<file path="src/rtl/cbs_pkg.sv">
// cbs_pkg: shared states, default parameters and result packing for the CBS layer sequencer
package cbs_pkg;
  localparam int ADDR_W_DEF   = 6;
  localparam int DIM_W_DEF    = 6;
  localparam int RD_STEP_DEF  = 2;
  localparam int ROW_GAP_DEF  = 2;
  localparam int WR_STEP_DEF  = 2;
  localparam int PIPE_LAT_DEF = 1;
  typedef enum logic [2:0] {S_IDLE, S_FETCH, S_WAIT, S_WRITE, S_DONE} state_t;
  function automatic logic [31:0] pack_results(input logic [15:0] result1, input logic [15:0] result2);
    return {result1, result2};
  endfunction
endpackage

</file>
<file path="src/rtl/cbs_addr_gen.sv">
// cbs_addr_gen: read/write pointers and window row/col counters for one layer job
module cbs_addr_gen #(
  parameter int ADDR_W  = 6,
  parameter int DIM_W   = 6,
  parameter int RD_STEP = 2,
  parameter int ROW_GAP = 2,
  parameter int WR_STEP = 2
) (
  input  logic              clk,
  input  logic              rst,
  input  logic              load,
  input  logic              step,
  input  logic [ADDR_W-1:0] rd_base,
  input  logic [ADDR_W-1:0] wr_base,
  input  logic [DIM_W-1:0]  cols,
  input  logic [DIM_W-1:0]  rows,
  output logic [ADDR_W-1:0] rd_ptr,
  output logic [ADDR_W-1:0] wr_ptr,
  output logic [DIM_W-1:0]  row,
  output logic [DIM_W-1:0]  col,
  output logic              last_col,
  output logic              last_row
);
  logic [ADDR_W-1:0] rd_q, rd_d, wr_q, wr_d;
  logic [DIM_W-1:0]  row_q, row_d, col_q, col_d, cols_q, cols_d, rows_q, rows_d;
  logic              adv;
  assign last_col = col_q == cols_q - DIM_W'(1);
  assign last_row = row_q == rows_q - DIM_W'(1);
  // the final write of a job only moves the write pointer; window indices stay on the last window
  assign adv = step && !(last_col && last_row);
  always_comb begin
    rd_d   = load ? rd_base : adv ? rd_q + ADDR_W'(last_col ? RD_STEP + ROW_GAP : RD_STEP) : rd_q;
    wr_d   = load ? wr_base : step ? wr_q + ADDR_W'(WR_STEP) : wr_q;
    col_d  = load ? '0 : adv ? (last_col ? '0 : col_q + DIM_W'(1)) : col_q;
    row_d  = load ? '0 : (adv && last_col) ? row_q + DIM_W'(1) : row_q;
    cols_d = load ? cols : cols_q;
    rows_d = load ? rows : rows_q;
  end
  always_ff @(posedge clk or posedge rst) begin
    if (rst) begin
      rd_q   <= '0;
      wr_q   <= '0;
      row_q  <= '0;
      col_q  <= '0;
      cols_q <= '0;
      rows_q <= '0;
    end else begin
      rd_q   <= rd_d;
      wr_q   <= wr_d;
      row_q  <= row_d;
      col_q  <= col_d;
      cols_q <= cols_d;
      rows_q <= rows_d;
    end
  end
  assign rd_ptr = rd_q;
  assign wr_ptr = wr_q;
  assign row    = row_q;
  assign col    = col_q;
endmodule

</file>
<file path="src/rtl/cbs_layer_sequencer.sv">
// cbs_layer_sequencer: walks a conv-window grid, issuing fetch, latency wait and result write per window
module cbs_layer_sequencer
  import cbs_pkg::*;
#(
  parameter int ADDR_W   = ADDR_W_DEF,
  parameter int DIM_W    = DIM_W_DEF,
  parameter int RD_STEP  = RD_STEP_DEF,
  parameter int ROW_GAP  = ROW_GAP_DEF,
  parameter int WR_STEP  = WR_STEP_DEF,
  parameter int PIPE_LAT = PIPE_LAT_DEF
) (
  input  logic              clk,
  input  logic              rst,
  input  logic              start,
  input  logic [ADDR_W-1:0] cfg_rd_base,
  input  logic [ADDR_W-1:0] cfg_wr_base,
  input  logic [DIM_W-1:0]  cfg_cols,
  input  logic [DIM_W-1:0]  cfg_rows,
  output logic              busy,
  output logic              done,
  output logic              need_data,
  output logic              we,
  output logic [ADDR_W-1:0] addr,
  output logic [DIM_W-1:0]  win_row,
  output logic [DIM_W-1:0]  win_col
);
  state_t            state_q;
  logic [3:0]        cnt_q;
  logic              load, step, last_col, last_row;
  logic [ADDR_W-1:0] rd_ptr, wr_ptr;
  assign load = state_q == S_IDLE && start;
  assign step = state_q == S_WRITE;
  cbs_addr_gen #(
    .ADDR_W (ADDR_W),
    .DIM_W  (DIM_W),
    .RD_STEP(RD_STEP),
    .ROW_GAP(ROW_GAP),
    .WR_STEP(WR_STEP)
  ) u_addr_gen (
    .clk     (clk),
    .rst     (rst),
    .load    (load),
    .step    (step),
    .rd_base (cfg_rd_base),
    .wr_base (cfg_wr_base),
    .cols    (cfg_cols),
    .rows    (cfg_rows),
    .rd_ptr  (rd_ptr),
    .wr_ptr  (wr_ptr),
    .row     (win_row),
    .col     (win_col),
    .last_col(last_col),
    .last_row(last_row)
  );
  always_ff @(posedge clk or posedge rst) begin
    if (rst) begin
      state_q <= S_IDLE;
      cnt_q   <= '0;
    end else begin
      case (state_q)
        S_IDLE:  if (start) state_q <= (cfg_cols == '0 || cfg_rows == '0) ? S_DONE : S_FETCH;
        S_FETCH: begin
          cnt_q   <= 4'(PIPE_LAT - 1);
          state_q <= PIPE_LAT == 1 ? S_WRITE : S_WAIT;
        end
        S_WAIT: begin
          cnt_q <= cnt_q - 4'd1;
          if (cnt_q == 4'd1) state_q <= S_WRITE;
        end
        S_WRITE: state_q <= (last_col && last_row) ? S_DONE : S_FETCH;
        default: state_q <= S_IDLE;
      endcase
    end
  end
  // outputs decode the state register only, so nothing combinational reaches them from start/cfg
  assign busy      = state_q != S_IDLE;
  assign done      = state_q == S_DONE;
  assign need_data = state_q == S_FETCH;
  assign we        = state_q == S_WRITE;
  assign addr      = state_q == S_FETCH ? rd_ptr : state_q == S_WRITE ? wr_ptr : '0;
endmodule

</file>
<file path="config.mk">
export PLATFORM = sky130hd
export DESIGN_NAME = cbs_layer_sequencer
export DESIGN_NICKNAME = d
export VERILOG_FILES = /design/src/rtl/cbs_pkg.sv /design/src/rtl/cbs_addr_gen.sv /design/src/rtl/cbs_layer_sequencer.sv
export SDC_FILE = /design/constraint.sdc
export NUM_CORES = 1
export LEC_CHECK = 0
export ABC_AREA = 1
export BUFFER_PORTS_ARGS = -buffer_cell sky130_fd_sc_hd__buf_2
export CORE_MARGIN = 2
export CORE_UTILIZATION = 35
export DETAILED_ROUTE_END_ITERATION = 6
export GPL_TIMING_DRIVEN = 0
export PLACE_DENSITY = 0.59
export SETUP_SLACK_MARGIN = 0.1
export SLEW_MARGIN = 20
export SYNTH_ARGS = -nofsm -noshare
export SYNTH_HDL_FRONTEND = slang
export SYNTH_HIERARCHICAL = 1
export SYNTH_SLANG_ARGS = --single-unit
</file>
<file path="constraint.sdc">
create_clock -name clk -period 3.8 [get_ports clk]
set_input_delay 0.76 -clock clk [delete_from_list [all_inputs] [get_ports clk]]
set_output_delay 0.76 -clock clk [all_outputs]
set_load 0.05 [all_outputs]
</file>
# Word level (Yosys, flattened, before mapping)
# Index checks and enable logic that the tools add are counted.
dict set report word_totals {
  regBits 43
  input_bits 27
  output_inout_bits 22
}
dict set report op_classes {
  n_addsub 7
  eq_ne 9
  muxes 18
  reduce_logical 15
}
# op count
set op_table {}
lappend op_table {{two-way mux 6 bit} 11}
lappend op_table {{two-way mux 3 bit} 5}
lappend op_table {{adder 6 x 1 -> 6 bit (second input constant)} 2}
lappend op_table {{== test 6 bit} 2}
lappend op_table {{logical NOT 6 bit} 2}
lappend op_table {{case mux 3 bit (4 select lines)} 1}
lappend op_table {{subtractor 6 x 1 -> 6 bit (second input constant)} 2}
lappend op_table {{case mux 4 bit (2 select lines)} 1}
lappend op_table {{nonzero test 2 bit} 4}
lappend op_table {{adder 6 x 2 -> 6 bit (second input constant)} 1}
lappend op_table {{adder 6 bit} 1}
lappend op_table {{== test 3 x 2 -> 1 bit (second input constant)} 2}
lappend op_table {{== test 4 x 1 -> 1 bit (second input constant)} 1}
lappend op_table {{logical AND 1 bit} 4}
lappend op_table {{!= test 2 bit (second input constant)} 2}
lappend op_table {{subtractor 4 x 1 -> 4 bit (second input constant)} 1}
lappend op_table {{== test 3 x 1 -> 1 bit (second input constant)} 1}
lappend op_table {{== test 3 bit (second input constant)} 1}
lappend op_table {{logical NOT 3 bit} 1}
lappend op_table {{nonzero test 3 bit} 1}
lappend op_table {{AND reduction 2 bit} 1}
lappend op_table {{logical NOT 1 bit} 1}
lappend op_table {{logical OR 1 bit} 1}

# Logic depth before layout (Yosys ltp)
# Gate-level depths: netlist of run 1.
dict set report logic_depth {
  ltp_word 8
  ltp_mapped 17
  ltp_nobuf 17
}

# Cells and area by module
# The synthesis of run 1 kept the hierarchy.
# mod n_inst cells_per_inst area_per_inst_um2 seq_area_each_um2
set by_module_without_submodules {}
lappend by_module_without_submodules {cbs_addr_gen 1 328 2332.2 900.9}
lappend by_module_without_submodules {cbs_layer_sequencer 1 65 474.2 175.2}

# Worst setup path before layout of run 1
# No wires, ideal clock.
dict set report synth_timing {
  kind {reg-to-reg}
  startpoint {register u_addr_gen.col_q[4], in the netlist u_addr_gen/col[4]}
  endpoint {register u_addr_gen.rd_q[5], in the netlist u_addr_gen/rd_ptr[5]}
  setup_ns 0.117
  arrival_ns 2.357
  slack_ns 1.327
  path_stages_with_launch 17
  n_path_buf 0
  path_cell_list {dfrtp_1 -> inv_1 -> nand2_1 -> nand2_1 -> nand2_1 -> nand3_1 -> nor2_1 -> nand3_2 -> ha_1 -> inv_1 -> fa_1 -> nor3_1 -> or2_2 -> nand3_1 -> nand2_1 -> nand2_1 -> nand2_1}
}
dict set report synth_between {
  elab_chain_cells 5
  elab_cells_between_ends 9
}
# item line
set synth_rtl {}
lappend synth_rtl {{from (decl)} cbs_addr_gen.sv:25} ;# logic [DIM_W-1:0] row_q, row_d, col_q, col_d, cols_q, cols_d, rows_q, rows_d;
lappend synth_rtl {{from (signal assigned)} cbs_addr_gen.sv:51} ;# col_q <= col_d;
lappend synth_rtl {{== test 6 bit *} cbs_addr_gen.sv:27} ;# assign last_col = col_q == cols_q - DIM_W'(1);
lappend synth_rtl {{two-way mux 3 bit / logical AND 1 bit (equally long branches)} {cbs_addr_gen.sv:32, cbs_addr_gen.sv:30}}
lappend synth_rtl {{adder 6 bit / logical NOT 1 bit (equally long branches)} {cbs_addr_gen.sv:32, cbs_addr_gen.sv:30}}
lappend synth_rtl {{two-way mux 6 bit / logical AND 1 bit (equally long branches)} {cbs_addr_gen.sv:32, cbs_addr_gen.sv:30}}
lappend synth_rtl {{two-way mux 6 bit / nonzero test 2 bit (equally long branches)} -}
lappend synth_rtl {{to (signal assigned)} cbs_addr_gen.sv:48} ;# rd_q <= rd_d;
lappend synth_rtl {{to (decl)} cbs_addr_gen.sv:24} ;# logic [ADDR_W-1:0] rd_q, rd_d, wr_q, wr_d;
# Mark *: on every way between the ends. The rest lies on a longest branch, timed or not. The select of a mux whose other input is x is not followed.
# A chain may end at the register's enable or synchronous reset.

# Final worst setup path of run 1
dict set report layout_timing {
  startpoint {register u_addr_gen.cols_q[0]}
  endpoint {register u_addr_gen.rd_q[5], in the netlist u_addr_gen/rd_ptr[5]}
}
dict set report layout_between {
  elab_chain_cells 6
  elab_cells_between_ends 10
}
# item line
set layout_rtl {}
lappend layout_rtl {{from (decl)} cbs_addr_gen.sv:25}
lappend layout_rtl {{from (signal assigned)} cbs_addr_gen.sv:52} ;# cols_q <= cols_d;
lappend layout_rtl {{subtractor 6 x 1 -> 6 bit *} cbs_addr_gen.sv:27}
lappend layout_rtl {{== test 6 bit *} cbs_addr_gen.sv:27}
lappend layout_rtl {{two-way mux 3 bit / logical AND 1 bit (equally long branches)} {cbs_addr_gen.sv:32, cbs_addr_gen.sv:30}}
lappend layout_rtl {{adder 6 bit / logical NOT 1 bit (equally long branches)} {cbs_addr_gen.sv:32, cbs_addr_gen.sv:30}}
lappend layout_rtl {{two-way mux 6 bit / logical AND 1 bit (equally long branches)} {cbs_addr_gen.sv:32, cbs_addr_gen.sv:30}}
lappend layout_rtl {{two-way mux 6 bit / nonzero test 2 bit (equally long branches)} -}
# Marked as above.

==> results of run 1 <==
stage by stage:
stage | utilization (%) | area [um2] | hold slack (ns) | setup WS [ns]
after floorplan | - | 2810 | 0.443 | 1.33
after global placement | 40.9 | 3170 | 0.462 | 1.12
after detailed placement | 41.2 | 3200 | 0.464 | 1.08
after CTS | 42.5 | 3300 | 0.407 | 1.05
after global routing | 42.5 | 3300 | 0.425 | 0.826
final | 42.5 | 3300 | 0.406 | 1.07
worst max-delay path by stage:
stage,from,endpoint,slack (ns),depth (start not counted)
final,u_addr_gen/cols_q[0]$_DFFE_PP0P_,u_addr_gen/rd_ptr[5]$_DFFE_PP0P_,1.07,17
after global routing,u_addr_gen/cols_q[0]$_DFFE_PP0P_,u_addr_gen/rd_ptr[5]$_DFFE_PP0P_,0.83,17
after CTS,u_addr_gen/cols_q[0]$_DFFE_PP0P_,u_addr_gen/rd_ptr[5]$_DFFE_PP0P_,1.05,17
after detailed placement,u_addr_gen/cols_q[0]$_DFFE_PP0P_,u_addr_gen/rd_ptr[5]$_DFFE_PP0P_,1.08,17
after global placement,u_addr_gen/cols_q[0]$_DFFE_PP0P_,u_addr_gen/rd_ptr[5]$_DFFE_PP0P_,1.12,17
after floorplan,u_addr_gen/col[4]$_DFFE_PP0P_,u_addr_gen/rd_ptr[5]$_DFFE_PP0P_,1.33,16
routing by layer:
layer  up-vias  GRT usage [%]
met5         -              0
met4         0           4.59
met3         9           2.90
met2        52           27.6
met1      1201           21.8
li1       1361              -
flip-flops by register name, summed over array words and instances, names as in the netlist:
signal	cells
u_addr_gen/rd_ptr	6
u_addr_gen/cols_q	6
cnt_q	4
state_q	3
u_addr_gen/wr_ptr	6
u_addr_gen/rows_q	6
u_addr_gen/row	6
u_addr_gen/col	6
layout make-up:
type                    instances  area share, %
plain buffers                  10           1.55
multi-input cells             290           45.1
clock buffers                   6           2.20
well taps                     102           3.86
inverters                      50           5.68
flip-flops and latches         43           32.6
clock inverters                 1          0.909
repair buffers                 49           8.10
placed cells by master, fill, tap and decap left out, types with 2 or more instances in the layout:
cell / count
clkbuf_1: 4
a21oi_1: 4
nor2_2: 2
or2_2: 2
nand3_2: 3
nand2_1: 132
dfrtp_1: 43
ha_1: 9
clkbuf_8: 5
xnor2_1: 4
a22o_1: 6
buf_2: 52
nor3_1: 5
o21ai_0: 14
inv_2: 6
xor2_1: 10
nand3_1: 56
nand2_2: 2
nand4_1: 2
inv_1: 43
nor2_1: 26
nor2_4: 2
o211ai_1: 3
worst max-delay path: stages (launching register included):
cell,delay (ns)
dfrtp_1,0.38
inv_1,0.17
ha_1,0.28
nand2_1,0.07
inv_1,0.04
nor2_1,0.11
nand3_1,0.09
nor2_1,0.18
nand3_2,0.20
ha_1,0.27
inv_1,0.07
fa_1,0.20
nor3_1,0.07
or2_2,0.27
nand3_1,0.06
nand2_1,0.05
nand2_1,0.06
nand2_1,0.05
power by group through the flow:
stage / sequential [mW] / clock [mW] / combinational (mW)
3_3_place_gp: 0.803 / 0 / 1.47
2_1_floorplan: 0.835 / 0 / 1.13
3_5_place_dp: 0.804 / 0 / 1.51
5_1_grt: 0.827 / 0.377 / 1.70
6_report: 0.796 / 0.349 / 1.50
4_1_cts: 0.796 / 0.364 / 1.51
cells by family (layout without fill, tap and decap cells):
logic type	Yosys count	after routing	synth area share (%)
simple gates	235	235	36.9
buf+inv	60	116	8.52
flops	43	43	38.3
compound gates	30	30	6.55
xor+xnor	15	15	4.95
fa+ha+maj	10	10	4.73
==> impl_metrics.tcl, run 1 <==
set metrics [dict create \
    synthFlopType "dfrtp_1" \
    total_power_mw 2.65 \
    nFillCells 817 \
    htree_levels 2 \
    maxSlewViolCount 0 \
    dr.pass1.iters 5 \
    netlist_top_cells_area "dfrtp_1 (38%), nand2_1 (18%), nand3_1 (10%)" \
    fin_crit_sh_pct 71.8 \
    ys_top_cells_by_count "nand2_1 (132), nand3_1 (56), inv_1 (44), dfrtp_1 (43), nor2_1 (26)" \
    grt_overflow_total 0 \
    setup_viol 0 \
    start_kind "flop" \
    relSlewSlack_pct 62.4 \
    final_hold_viol_count 0 \
    clock_latency_ns 0.29 \
    reg2reg_to "u_addr_gen/rd_ptr[5]$_DFFE_PP0P_" \
    antenna_found_initial 0 \
    yosys_register_bits 43 \
    instances_no_fill 551 \
    tritoncts.num_buffers 5 \
    grt_pass1_wl_mm 11.3 \
    gr-usage-all-layers_pct 16.4 \
    ctsRootBufferMaster "clkbuf_8" \
    drv_cap 0 \
    cts_resized 0 \
    clock_skew_ns 0.00462 \
    cts_sinks 43 \
    ant_nets 0 \
    rows 32 \
    status "finished, final reports clean" \
    top_layer_used "met4" \
    cts_tree "yes" \
    drt_iter0_markers 215 \
    finalWeightedCongestion 0.837 \
    rr_startpoint "u_addr_gen/cols_q[0]$_DFFE_PP0P_" \
    syn_area_um2 2810 \
    synthDominantAreaCellType "dfrtp_1" \
    syn_to_final_growth_pct 17.7 \
    ios 49 \
    syn_nets 430 \
    vias 2623 \
    worst_slew_pin_slew_ns 0.564 \
    cts_buffer_depth 2 \
    synthMostInstantiatedCell "nand2_1" \
    coreArea_um2 7770 \
    die_area_um2 8750 \
    share_comb_of_total_power_pct 56.7 \
    first_global_vias 2461 \
    powerDensity_nw_per_um2 801 \
    async_reset_ff_share_pct 100 \
    hold_buffers 0 \
    power.switching_mw 1.34 \
    max_freq_ghz 0.367 \
    drt-total-wl_mm 6.84 \
    clock_power_share_pct 13.2 \
    dp.cells 544 \
    hp-class "primary input to async pin" \
    yosysUniqueCellTypes 34 \
    crit_type "flop to flop" \
    path_clk_slew_ns 0.08 \
    critPathMaxFanout 6 \
    met1_length_mm 3.18 \
    die_h_um 93.5 \
    fin_nets 486 \
    required_ns 3.99 \
    synth_top_area_share_pct 38.3 \
    critPathArrivalTime_ns 2.92 \
    antenna_cells 0 \
    synth_seq_area_share_pct 38.3 \
    r2r_cells 17 \
    p_int_mw 1.31 \
    netSwitchingFraction_pct 50.7 \
    reg2reg_slack_ns 1.07 \
    post_drt_wl_per_cell_um 12.4 \
    synth-edff-count 0 \
    drc 0 \
    multi_input_area_um2 1490 \
    netlist_instances 393 \
    synth_warnings 6 \
    seqCellArea_um2 1080 \
    period_needed_ns 2.73 \
    port_buffers 48 \
    seqPwrFrac_pct 30.1 \
    initial_utilization_pct 36.1 \
    endpoint_kind "flop" \
    drive_above_1_share_pct 18.0 \
    vdd_drop_max_mv 0.471 \
    rsz0062_at_grt "no" \
    setup_tns_ns 0 \
    die_w_um 93.5 \
    routed_via_density 4.76 \
    dp_hpwl_mm 5.29 \
    wl_met2_mm 3.27 \
    post-cts-setup-buffers 0 \
    p_leak_nw 1.80 \
    grt_max_degree 20 \
    route.met3.wl_um 312 \
    syn_area_per_cell_um2 7.14 \
]
No activity file was read; power rests on OpenSTA's default activity.
==> run 2, diff against run 1 <==
Settings changed: PLACE_DENSITY 0.59 to 0.61.
Clock period 3.8 ns to 2.2 ns, I/O delays scaled along.
==> run 2 against run 1 <==
Effect of this change: sequential cell count stayed put; clock power is 44% higher; non-clock buffer count is 13 higher; critical path type unchanged; utilization is 3.2 points higher; design area is 7.5% higher; cell count is 2.5% higher; count of clock-buffer cells in the layout is 1 lower; register-to-register slack worse by 1.2 ns; the flow now finishes with violations (negative setup slack); combinational power is 110% higher; first-iteration DRC count is 38% lower; die area stayed put; via count is 5.8% higher.
==> impl_metrics.tcl, run 2 (synthesized netlist as in run 1, its figures left out) <==
set metrics [dict create \
    crit_type "flop to flop" \
    vdd_drop_max_mv 0.676 \
    antenna_found_initial 0 \
    path_clk_slew_ns 0.09 \
    tritoncts.num_buffers 5 \
    total_power_mw 5.08 \
    coreArea_um2 7770 \
    vias 2774 \
    final_cell_mix "nand2_1 (127), buf_2 (52), nand3_1 (49), dfrtp_1 (38), inv_1 (36)" \
    maxSlewViolCount 0 \
    cts_tree "yes" \
    clock_power_share_pct 9.9 \
    hold_buffers 0 \
    dpl_cell_area_um2 3250 \
    die_area_um2 8750 \
    post_drt_wl_per_cell_um 13.6 \
    gr-usage-all-layers_pct 17.5 \
    netSwitchingFraction_pct 52.0 \
    worst_slew_pin_slew_ns 0.549 \
    grt_max_degree 32 \
    final_area_um2 3550 \
    grtUsageMet1_pct 24.4 \
    routed_via_density 4.91 \
    htree_levels 2 \
    antenna_cells 0 \
    grtUsageMet2_pct 28.4 \
    share_comb_of_total_power_pct 62.2 \
    syn_to_final_growth_pct 26.6 \
    setup_tns_ns -0.282 \
    rsz0062_at_grt "yes" \
    power.switching_mw 2.64 \
    critPathMaxFanout 4 \
    fin_util_pct 45.7 \
    port_buffers 48 \
    dp.cells 544 \
    ios 49 \
    final_common_cell "nand2_1" \
    drc 0 \
    powerDensity_nw_per_um2 1430 \
    rows 32 \
    instances_no_fill 565 \
    die_w_um 93.5 \
    required_ns 2.43 \
    p_int_mw 2.44 \
    max_freq_ghz 0.425 \
    fin_ws_ns -0.151 \
    period_needed_ns 2.35 \
    p_leak_nw 1.89 \
    seqPwrFrac_pct 27.9 \
    critPathArrivalTime_ns 2.58 \
    cts_buffer_depth 2 \
    fin_crit_sh_pct 107 \
    endpoint_kind "flop" \
    start_kind "flop" \
    drive_above_1_share_pct 28.7 \
    violations "negative setup slack" \
    dr.pass1.iters 4 \
    final_hold_viol_count 0 \
    cts_sinks 43 \
    first_global_vias 2588 \
    grt_overflow_total 0 \
    drt-total-wl_mm 7.67 \
    clock_skew_ns 0.00750 \
    dp_hpwl_mm 5.51 \
    ctsRootBufferMaster "clkbuf_8" \
    grt_pass1_wl_mm 12.2 \
    fin_nets 499 \
    grt_use_met3_pct 2.82 \
    hold_slack_ns 0.0451 \
    finalWeightedCongestion 0.846 \
    relSlewSlack_pct 63.4 \
    status "finished, violations left" \
    ant_nets 0 \
    hp-class "primary input to async pin" \
    setup_viol 4 \
    pre_cts_ws_ns -0.246 \
    drt_iter0_markers 133 \
    initial_utilization_pct 36.1 \
    busiest_layer "met2" \
    die_h_um 93.5 \
    clock_latency_ns 0.29 \
    drv_cap 0 \
]
-- run 2: routing by layer --
| layer | vias up | routed length, um |
|---|---|---|
| met1 | 1316 | 3540 |
| li1 | 1388 | - |
| met5 | - | 0 |
| met4 | 0 | 111 |
| met3 | 9 | 281 |
| met2 | 61 | 3730 |
-- run 2: what timing repair did --
| action | 4_1_cts | 5_1_grt |
|---|---|---|
| resized for setup | 6 | 26 |
| setup endpoints to repair | 7 | 21 |
| pin swaps | 7 | 25 |
| buffers inserted | 7 | 6 |
-- run 2: final timing paths --
kind                                                  start                          endpoint  slack [ns]  depth (start not counted)
max                        u_addr_gen/cols_q[0]$_DFFE_PP0P_  u_addr_gen/rd_ptr[5]$_DFFE_PP0P_       -0.15                         17
min reg2reg                u_addr_gen/wr_ptr[0]$_DFFE_PP0P_  u_addr_gen/wr_ptr[0]$_DFFE_PP0P_        0.48                          2
min                                                     rst  u_addr_gen/rd_ptr[0]$_DFFE_PP0P_        0.05                          2
max reg2reg                u_addr_gen/cols_q[0]$_DFFE_PP0P_  u_addr_gen/rd_ptr[5]$_DFFE_PP0P_       -0.15                         17
min in group clk                             cfg_rd_base[0]  u_addr_gen/rd_ptr[0]$_DFFE_PP0P_        0.35                          3
max in group asynchronous                               rst     u_addr_gen/col[2]$_DFFE_PP0P_        1.74                          3
-- run 2: cell type report --
class                      count  area, um2
buffer                        10       53.8
clock buffer                   5       68.8
clock inverter                 3       15.0
fill                         802       4220
inverter                      50        190
multi-input combinational    290       1660
sequential                    43       1080
tap                          102        128
timing repair buffer          62        358
-- run 2: worst max-delay path, cell delays in order, from the launching register on --
cell     delay, ns
dfrtp_1       0.39
inv_2         0.09
ha_4          0.17
nand2_4       0.06
nor2_4        0.12
nand2_2       0.07
nand3_2       0.09
nor2_4        0.06
nand3_4       0.11
ha_4          0.15
inv_2         0.04
fa_2          0.38
nor3_4        0.20
or2_4         0.14
nand3_2       0.05
nand2_1       0.06
nand2_1       0.05
nand2_1       0.06
-- run 2: power groups by stage --
stage | clock network (mW) | logic, mW | registers [mW]
after floorplan | 0 | 2.04 | 1.46
after global placement | 0 | 2.65 | 1.40
after detailed placement | 0 | 2.72 | 1.41
after CTS | 0.520 | 2.87 | 1.40
after global routing | 0.557 | 3.52 | 1.46
final | 0.504 | 3.16 | 1.42
